$ cat config.mk
export PLATFORM = sky130hd
export DESIGN_NAME = apb_master_bridge
export DESIGN_NICKNAME = d
export VERILOG_FILES = /design/src/rtl/apb_pkg.sv /design/src/rtl/apb_addr_decoder.sv /design/src/rtl/apb_master_bridge.sv
export SDC_FILE = /design/constraint.sdc
export NUM_CORES = 1
export LEC_CHECK = 0
export CORE_MARGIN = 2
export CORE_UTILIZATION = 36
export CTS_CLUSTER_DIAMETER = 120
export DETAILED_ROUTE_END_ITERATION = 10
export GPL_ROUTABILITY_DRIVEN = 0
export GPL_TIMING_DRIVEN = 0
export MAX_ROUTING_LAYER = met4
export PLACE_DENSITY_LB_ADDON = 0.15
export SETUP_SLACK_MARGIN = 0.5
export SYNTH_ARGS = -nofsm -noshare
export SYNTH_HDL_FRONTEND = slang
export SYNTH_HIERARCHICAL = 1
export SYNTH_SLANG_ARGS = --single-unit
$ cat constraint.sdc
create_clock -name PCLK -period 3.3 [get_ports PCLK]
set_input_delay 0.495 -clock PCLK [delete_from_list [all_inputs] [get_ports PCLK]]
set_output_delay 0.495 -clock PCLK [all_outputs]
set_load 0.005 [all_outputs]
$ cat src/rtl/apb_pkg.sv
// apb_pkg: types and constants shared by the APB bridge and APB slave peripherals.
package apb_pkg;
    typedef enum logic [1:0] {IDLE, SETUP, ACCESS} apb_state_e;
    localparam int APB_DW = 32;
    function automatic int idx_w(input int n);
        return n > 1 ? $clog2(n) : 1;
    endfunction
endpackage

$ cat src/rtl/apb_addr_decoder.sv
// apb_addr_decoder: maps a byte address onto one slave slot of the peripheral window.
//  addr_i  byte address
//  hit_o   address lies inside [BASE_ADDR, BASE_ADDR + NUM_SLV<<SLV_BITS)
//  idx_o   slot index of the address
//  sel_o   one-hot slave select, all zero on a miss
module apb_addr_decoder
    import apb_pkg::*;
#(
    parameter logic [31:0] BASE_ADDR = 32'h1000_0000,
    parameter int          SLV_BITS  = 12,
    parameter int          NUM_SLV   = 4,
    parameter int          IW        = idx_w(NUM_SLV)
) (
    input  logic [31:0]        addr_i,
    output logic               hit_o,
    output logic [IW-1:0]      idx_o,
    output logic [NUM_SLV-1:0] sel_o
);
    localparam logic [32:0] SPAN = 33'(NUM_SLV) << SLV_BITS;
    logic [31:0] off;
    always_comb begin
        off   = addr_i - BASE_ADDR;
        // addresses below the base wrap to large offsets, but are excluded explicitly anyway
        hit_o = (addr_i >= BASE_ADDR) && ({1'b0, off} < SPAN);
        idx_o = off[SLV_BITS +: IW];
        sel_o = hit_o ? NUM_SLV'(1) << idx_o : '0;
    end
endmodule

$ cat src/rtl/apb_master_bridge.sv
// apb_master_bridge: turns valid/ready requests into APB SETUP/ACCESS transfers.
//  PCLK/PRESET                          clock, async active-high reset
//  req_valid/req_ready/req_write/req_addr/req_wdata   request side
//  resp_valid/resp_err/resp_rdata       one-cycle response strobe
//  PADDR/PWRITE/PENABLE/PWDATA/PSEL     APB outputs (all registered)
//  PRDATA/PREADY                        per-slave APB inputs, slave i at slice i
module apb_master_bridge
    import apb_pkg::*;
#(
    parameter int          NUM_SLV   = 4,
    parameter logic [31:0] BASE_ADDR = 32'h1000_0000,
    parameter int          SLV_BITS  = 12,
    parameter int          TIMEOUT   = 16
) (
    input  logic                      PCLK,
    input  logic                      PRESET,
    input  logic                      req_valid,
    output logic                      req_ready,
    input  logic                      req_write,
    input  logic [31:0]               req_addr,
    input  logic [31:0]               req_wdata,
    output logic                      resp_valid,
    output logic                      resp_err,
    output logic [31:0]               resp_rdata,
    output logic [SLV_BITS-1:0]       PADDR,
    output logic                      PWRITE,
    output logic                      PENABLE,
    output logic [31:0]               PWDATA,
    output logic [NUM_SLV-1:0]        PSEL,
    input  logic [NUM_SLV*APB_DW-1:0] PRDATA,
    input  logic [NUM_SLV-1:0]        PREADY
);
    localparam int IW = idx_w(NUM_SLV);
    localparam int CW = $clog2(TIMEOUT) + 1;

    apb_state_e         state_q;
    logic [CW-1:0]      cnt_q;
    logic [IW-1:0]      idx_q;
    logic               hit;
    logic [IW-1:0]      idx;
    logic [NUM_SLV-1:0] sel;
    logic               rdy;
    logic [APB_DW-1:0]  rdat;

    apb_addr_decoder #(
        .BASE_ADDR(BASE_ADDR),
        .SLV_BITS (SLV_BITS),
        .NUM_SLV  (NUM_SLV),
        .IW       (IW)
    ) u_dec (
        .addr_i(req_addr),
        .hit_o (hit),
        .idx_o (idx),
        .sel_o (sel)
    );

    assign req_ready = state_q == IDLE;
    // only the addressed slave is observed
    assign rdy       = PREADY[idx_q];
    assign rdat      = PRDATA[{idx_q, 5'd0} +: APB_DW];

    always_ff @(posedge PCLK or posedge PRESET) begin
        if (PRESET) begin
            state_q    <= IDLE;
            cnt_q      <= '0;
            idx_q      <= '0;
            PSEL       <= '0;
            PENABLE    <= 1'b0;
            PWRITE     <= 1'b0;
            PADDR      <= '0;
            PWDATA     <= '0;
            resp_valid <= 1'b0;
            resp_err   <= 1'b0;
            resp_rdata <= '0;
        end else begin
            resp_valid <= 1'b0;
            resp_err   <= 1'b0;
            resp_rdata <= '0;
            case (state_q)
                IDLE: if (req_valid) begin
                    if (hit) begin
                        state_q <= SETUP;
                        PSEL    <= sel;
                        // low bits of (addr - base) only depend on the low bits of each operand
                        PADDR   <= req_addr[SLV_BITS-1:0] - BASE_ADDR[SLV_BITS-1:0];
                        PWRITE  <= req_write;
                        PWDATA  <= req_wdata;
                        idx_q   <= idx;
                        cnt_q   <= '0;
                    end else begin
                        resp_valid <= 1'b1;
                        resp_err   <= 1'b1;
                    end
                end
                SETUP: begin
                    state_q <= ACCESS;
                    PENABLE <= 1'b1;
                end
                ACCESS: if (rdy) begin
                    state_q    <= IDLE;
                    PSEL       <= '0;
                    PENABLE    <= 1'b0;
                    resp_valid <= 1'b1;
                    resp_rdata <= PWRITE ? '0 : rdat;
                end else if (cnt_q == CW'(TIMEOUT - 1)) begin
                    state_q    <= IDLE;
                    PSEL       <= '0;
                    PENABLE    <= 1'b0;
                    resp_valid <= 1'b1;
                    resp_err   <= 1'b1;
                end else begin
                    cnt_q <= cnt_q + CW'(1);
                end
                default: state_q <= IDLE;
            endcase
        end
    end
endmodule

---- Yosys cells after proc, flatten, opt, wreduce, memory -nomap -nowiden ----
Index checks and enable logic that the tools add are counted.
storage, ports and cells
  bits in registers ....................... 93
  output and inout bits ................... 85
  word-level logic and storage cells ...... 65
cells by class
  add/subtract/negate cells ............... 2
  magnitude comparators ................... 3
  equal/unequal tests ..................... 8
  shift operators ......................... 2
  mux-type cells .......................... 30
  reductions and logical operators ........ 9
operator list
  cell                      count
  $shiftx A128 B8 Y32       1
  $mux W32                  3
  $ge A32 B29 Y1 const B    1
  $lt A32 B15 Y1 const B    1
  $sub A32 B29 Y32 const B  1
  $mux W5                   4
  $mux W4                   4
  $pmux W5 S2               1
  $mux W1                   8
  $mux W2                   4
  $pmux W4 S2               1
  $ne A2 B2 Y1 const B      3
  $pmux W1 S2               3
  $pmux W2 S3               1
  $reduce_and A3 Y1         2
  $add A5 B1 Y5 const B     1
  $eq A5 B4 Y1 const B      1
  $reduce_and A5 Y1         1
  $reduce_and A4 Y1         1
  $reduce_bool A2 Y1        2
  $shl A1 B2 Y4 const A     1
  $lt A2 B3 Y1 const B      1
  $ne A3 B3 Y1 const B      1
  $bmux W1 S2               1
  6 further kinds           6

---- Depth between registers and ports, before layout ----
  depth after elaboration ................. 6
  mapped depth ............................ 7
  depth with buffers taken out ............ 6

---- Cells and area by module ----
Netlist, hierarchy kept.
modules (own cells, without submodules)
  module             instances  cells an instance  area each (µm²)  sequential area each (µm²)
  apb_master_bridge  1          278                4,246.6          2,327.2
  apb_addr_decoder   1          16                 116.4            0.0

---- Worst setup path before layout ----
OpenSTA, ideal clock, no wires.
  path type ............................... in2reg
  start ................................... in req_addr[26]
  end ..................................... reg PADDR[0]
  setup time .............................. 0.125 ns
  data arrival time ....................... 2.095 ns
  data required time ...................... 3.175 ns
  setup slack ............................. 1.081 ns
  stages on the path ...................... 7
  buffers on the path ..................... 1
  path through ............................ nor4_2 > nand3_2 > nor2_1 > a21oi_1 > nor3_2 > buf_2 > mux2_2
on the way
  word-level cells in the longest chain between the ends .. 4
  elaborated cells between the ends (all ways) .. 5
ends and longest elaborated chain
  item                                    RTL line                 RTL
  from (decl)                             apb_master_bridge.sv:20  input logic [31:0] req_addr,
  $sub A32 B29 Y32                        apb_addr_decoder.sv:22   off = addr_i - BASE_ADDR;
  $lt A32 B15 Y1                          apb_addr_decoder.sv:24   hit_o = (addr_i >= BASE_ADDR) && ({1'b0, off} < SPAN);
  $logic_and A1 B1 Y1 (*)                 apb_addr_decoder.sv:24
  via hit                                 apb_master_bridge.sv:39  logic hit;
  $reduce_and A3 Y1 (no source line) (*)  n/a
  to (signal assigned)                    apb_master_bridge.sv:85  PADDR <= req_addr[SLV_BITS-1:0] - BASE_ADDR[SLV_BITS-1:0];
  to (decl)                               apb_master_bridge.sv:25  output logic [SLV_BITS-1:0] PADDR,
Mark *: on every way through the listed nets, which the timed path passes. The rest lies on a longest branch.
A chain may end at the register's enable or synchronous reset.

---- Worst setup path in the final report ----
  start ................................... in req_addr[27]
  end ..................................... reg PWDATA[0]
on the way
  word-level cells in the longest chain between the ends .. 4
  elaborated cells between the ends (all ways) .. 5
ends and longest elaborated chain
  item                                    RTL line                 RTL
  $sub A32 B29 Y32                        apb_addr_decoder.sv:22
  $lt A32 B15 Y1                          apb_addr_decoder.sv:24
  $logic_and A1 B1 Y1 (*)                 apb_addr_decoder.sv:24
  via hit                                 apb_master_bridge.sv:39
  $reduce_and A3 Y1 (no source line) (*)  n/a
  to (signal assigned)                    apb_master_bridge.sv:87  PWDATA <= req_wdata;
  to (decl)                               apb_master_bridge.sv:28  output logic [31:0] PWDATA,
Marks and branches as above.

==> results.yml <==
routing:
  viasPerCell: 4.880
  dr.first_iter.drc_count: 109
  route.detailed.wl_per_inst_um: 16.83
  route.vias.total: 3650
  drc: 0
  drt_first_pass_iters: 4
  wirelength_mm: 12.59
  antenna_violating_nets_post_route: 0
final_layout:
  fill_cells: 945
  utilization_pct: 65.21
  layout.cell_area.non_filler_um2: 7767
  layout-drive-gt1-share_pct: 20.30
  num-nets-final: 798
  layout-area-overhead-vs-synth_pct: 78.03
  num_antenna_cells: 0
worst_setup_path:
  setup_slack_reg_to_reg_ps: 1300
  cp_data_required_time_ps: 3520
  endpoint_kind: "flip-flop"
  crit-reg2reg-launch: "idx_q[1]"
  critical_path_peak_fanout: 10
  worstPathArrival_ps: 2760
  critical_path.reg2reg.endpoint: "cnt_q[1]"
  worst_r2r_path_depth: 5
  category_of_the_critical_setup_timing_path: "input port to flip-flop"
  worst_setup_path_start_kind: "input port"
logic_synthesis:
  yosys.area.top_type_share_pct: 53.34
  synth.cells.most_frequent: "93 x dfrtp_1, 44 x mux2_2, 33 x mux4_2, 33 x nor2b_1, 11 x clkbuf_1"
  synth_top_area_cell: "dfrtp_1"
  synth_enable_flop_cells: 0
  yosys_warnings: 6
  number_of_distinct_standard_cells_referenced_by_the_synthesized_netlist: 36
  synth_nets: 496
  synth_seq_cells: 93
  mappedNetlistArea_um2: 4363
  synth_seq_area_share_pct: 53.34
  top_area_cells_in_the_synthesized_netlist: "dfrtp_1 53%, mux4_2 17%, mux2_2 11%, nor2b_1 4.7%, clkbuf_1 0.95%"
  synth_area_per_cell_um2: 14.84
  yosysMostFrequentCell: "dfrtp_1"
  synth_cells: 294
  synth-async-reset-ratio_pct: 100.0
  synth_flop_cell: "dfrtp_1"
sta:
  timing_hold_violations_final: 0
  period_needed_ps: 2543
  timing.max_slew.rel_slack_pct: 60.02
  setup_viol_count_final: 0
  tightestPinTransition_ps: 590.4
  setup_tns_ps: 0
  timing_max_transition_violations_final: 0
  rsz0062_at_grt: "no"
  min_period_over_period_pct: 77.06
  max_freq_mhz: 393.2
  fin_skew_ps: 8.285
floorplan:
  design.portCount: 285
  die_height_um: 114.1
  coreArea_um2: 11910
  fp.dieArea_um2: 13020
  initial_utilization_pct: 36.63
  floorplan.die.width_um: 114.1
  core.rowCount: 40
place:
  dp.final_hpwl_mm: 10.37
  dpl_cell_area_um2: 7433
  port-buffer-count: 284
clock_network:
  clk_latency_ps: 340
  clock_sinks: 93
  clock_tree.root_cell: "clkbuf_16"
  tritoncts: "built"
  cts.path.max_buffers: 2
  cts_max_level: 3
  cts_hold_buffers_added: 0
  cts_inserted_buffers: 9
  cts_clock_pin_slew_for_the_worst_setup_and_hold_paths_ps: 60
global_route:
  overflow: 0
  grt_pass1_vias: 3834
  grt_first_pass_wirelength_mm: 19.21
  antenna_found_initial: 0
  grt_util_all_layers_pct: 19.72
  pin_count_of_the_biggest_net_entering_global_routing: 38
hold_path:
  worstHoldPathType: "flip-flop to flip-flop"
  min_from: "PWDATA[2]"
  hold-path-cell-count: 1
  timing.hold.worst_endpoint: "PWDATA[2]"
flow_run:
  cap_violations: 0
pwr:
  leakagePower_nw: 3.086
  worst_ir_drop_vdd_mv: 0.2517
  p_per_area_nw_per_um2: 668.9
status:
  run_status: "completed"
==> worst max-delay path by stage <==
stage / from / endpoint / depth (start not counted)
after global placement: req_addr[26] / PWDATA[30] / 8
after floorplan: req_addr[26] / PADDR[0] / 7
final: req_addr[27] / PWDATA[0] / 9
after detailed placement: req_addr[26] / PWDATA[26] / 8
after global routing: req_addr[27] / PWRITE / 9
after CTS: req_addr[26] / PWRITE / 8
==> cell usage in the layout, fill, tap and decap left out, drive strengths merged <==
cell type and n:
clkdlybuf4s50 284, dfrtp 93, mux2 47, mux4 33
nor2b 33, clkbuf 25, buf 15, o21ai 8
inv 8, clkinvlp 5, nor4 5, o211ai 4
nor2 4, a22o 4, nand3 4, nand2 3
nor3 3, o311ai 3, nand2b 2, or4 2
or3b 2, ha 2, nor4b 2, a21oi 2
or3 1, a22oi 1, a21o 1, and3 1
o21a 1, nand3b 1, a21bo 1, clkinv 1
==> final cells by class <==
class | instances | area [um2] | area share (%)
buffer | 23 | 128.9 | 1.659
clock buffer | 10 | 229.0 | 2.948
clock inverter | 6 | 47.55 | 0.6121
inverter | 8 | 33.78 | 0.4349
multi-input combinational | 170 | 1897 | 24.42
sequential | 93 | 2327 | 29.96
tap | 147 | 183.9 | 2.368
timing repair buffer | 291 | 2920 | 37.60
==> per-stage QoR <==
stage | hold slack, ps | instances | power, W | setup WS [ps]
3_3_place_gp | 469.2 | 725 | 0.004196 | 156.9
4_1_cts | 493.2 | 743 | 0.005232 | 612.5
3_5_place_dp | 478.4 | 727 | 0.004259 | 132.1
2_1_floorplan | 482.8 | 294 | 0.003028 | 1081
6_report | 491.9 | 748 | 0.005196 | 757.0
5_1_grt | 514.1 | 748 | 0.005517 | 528.5
==> state kept, by name, indices dropped and copies added (netlist names) <==
| signal | count |
|---|---|
| cnt_q | 5 |
| resp_rdata | 32 |
| PENABLE | 1 |
| PWDATA | 32 |
| resp_valid | 1 |
| PSEL | 4 |
| PWRITE | 1 |
| idx_q | 2 |
| PADDR | 12 |
| resp_err | 1 |
| state_q | 2 |
==> routing by layer <==
layer  global-route usage, %  vias up  wire [um]
met5                       -        -          0
met4                   7.317        0        285
met3                   3.388       19        866
met2                   36.03      172       6789
met1                   21.47     1765       4646
li1                        -     1694          -
==> report_power, final <==
group / internal (W) / switching [W]
combinational: 0.00167 / 0.000848
clock: 0.000515 / 0.000437
sequential: 0.00153 / 0.000194
==> repair_timing <==
action / CTS / global route
endpoints found under the setup margin: 27 / 45
gates resized for setup: 1 / 5
buffers inserted: 0 / 5
pin swaps: 0 / 1
==> kinds of logic (layout without fill, tap and decap cells) <==
logic type,after synthesis,count (layout),share of synthesized area [%]
AOI/OAI and AO/OA,25,25,3.987
adders and majority gates,2,2,0.5735
buffers and inverters,31,338,3.413
DFF,93,93,53.34
muxes,80,80,29.17
and+or+nand+nor,63,63,9.521
==> critical path, cell delays in order <==
cell and delay, ps:
clkdlybuf4s50_1 410, nor4_1 290, nand2_1 190, nor2_1 240, a21oi_2 170, nor3_4 220
buf_4 150, buf_2 240, mux2_2 360
No activity file was read; power rests on OpenSTA's default activity.
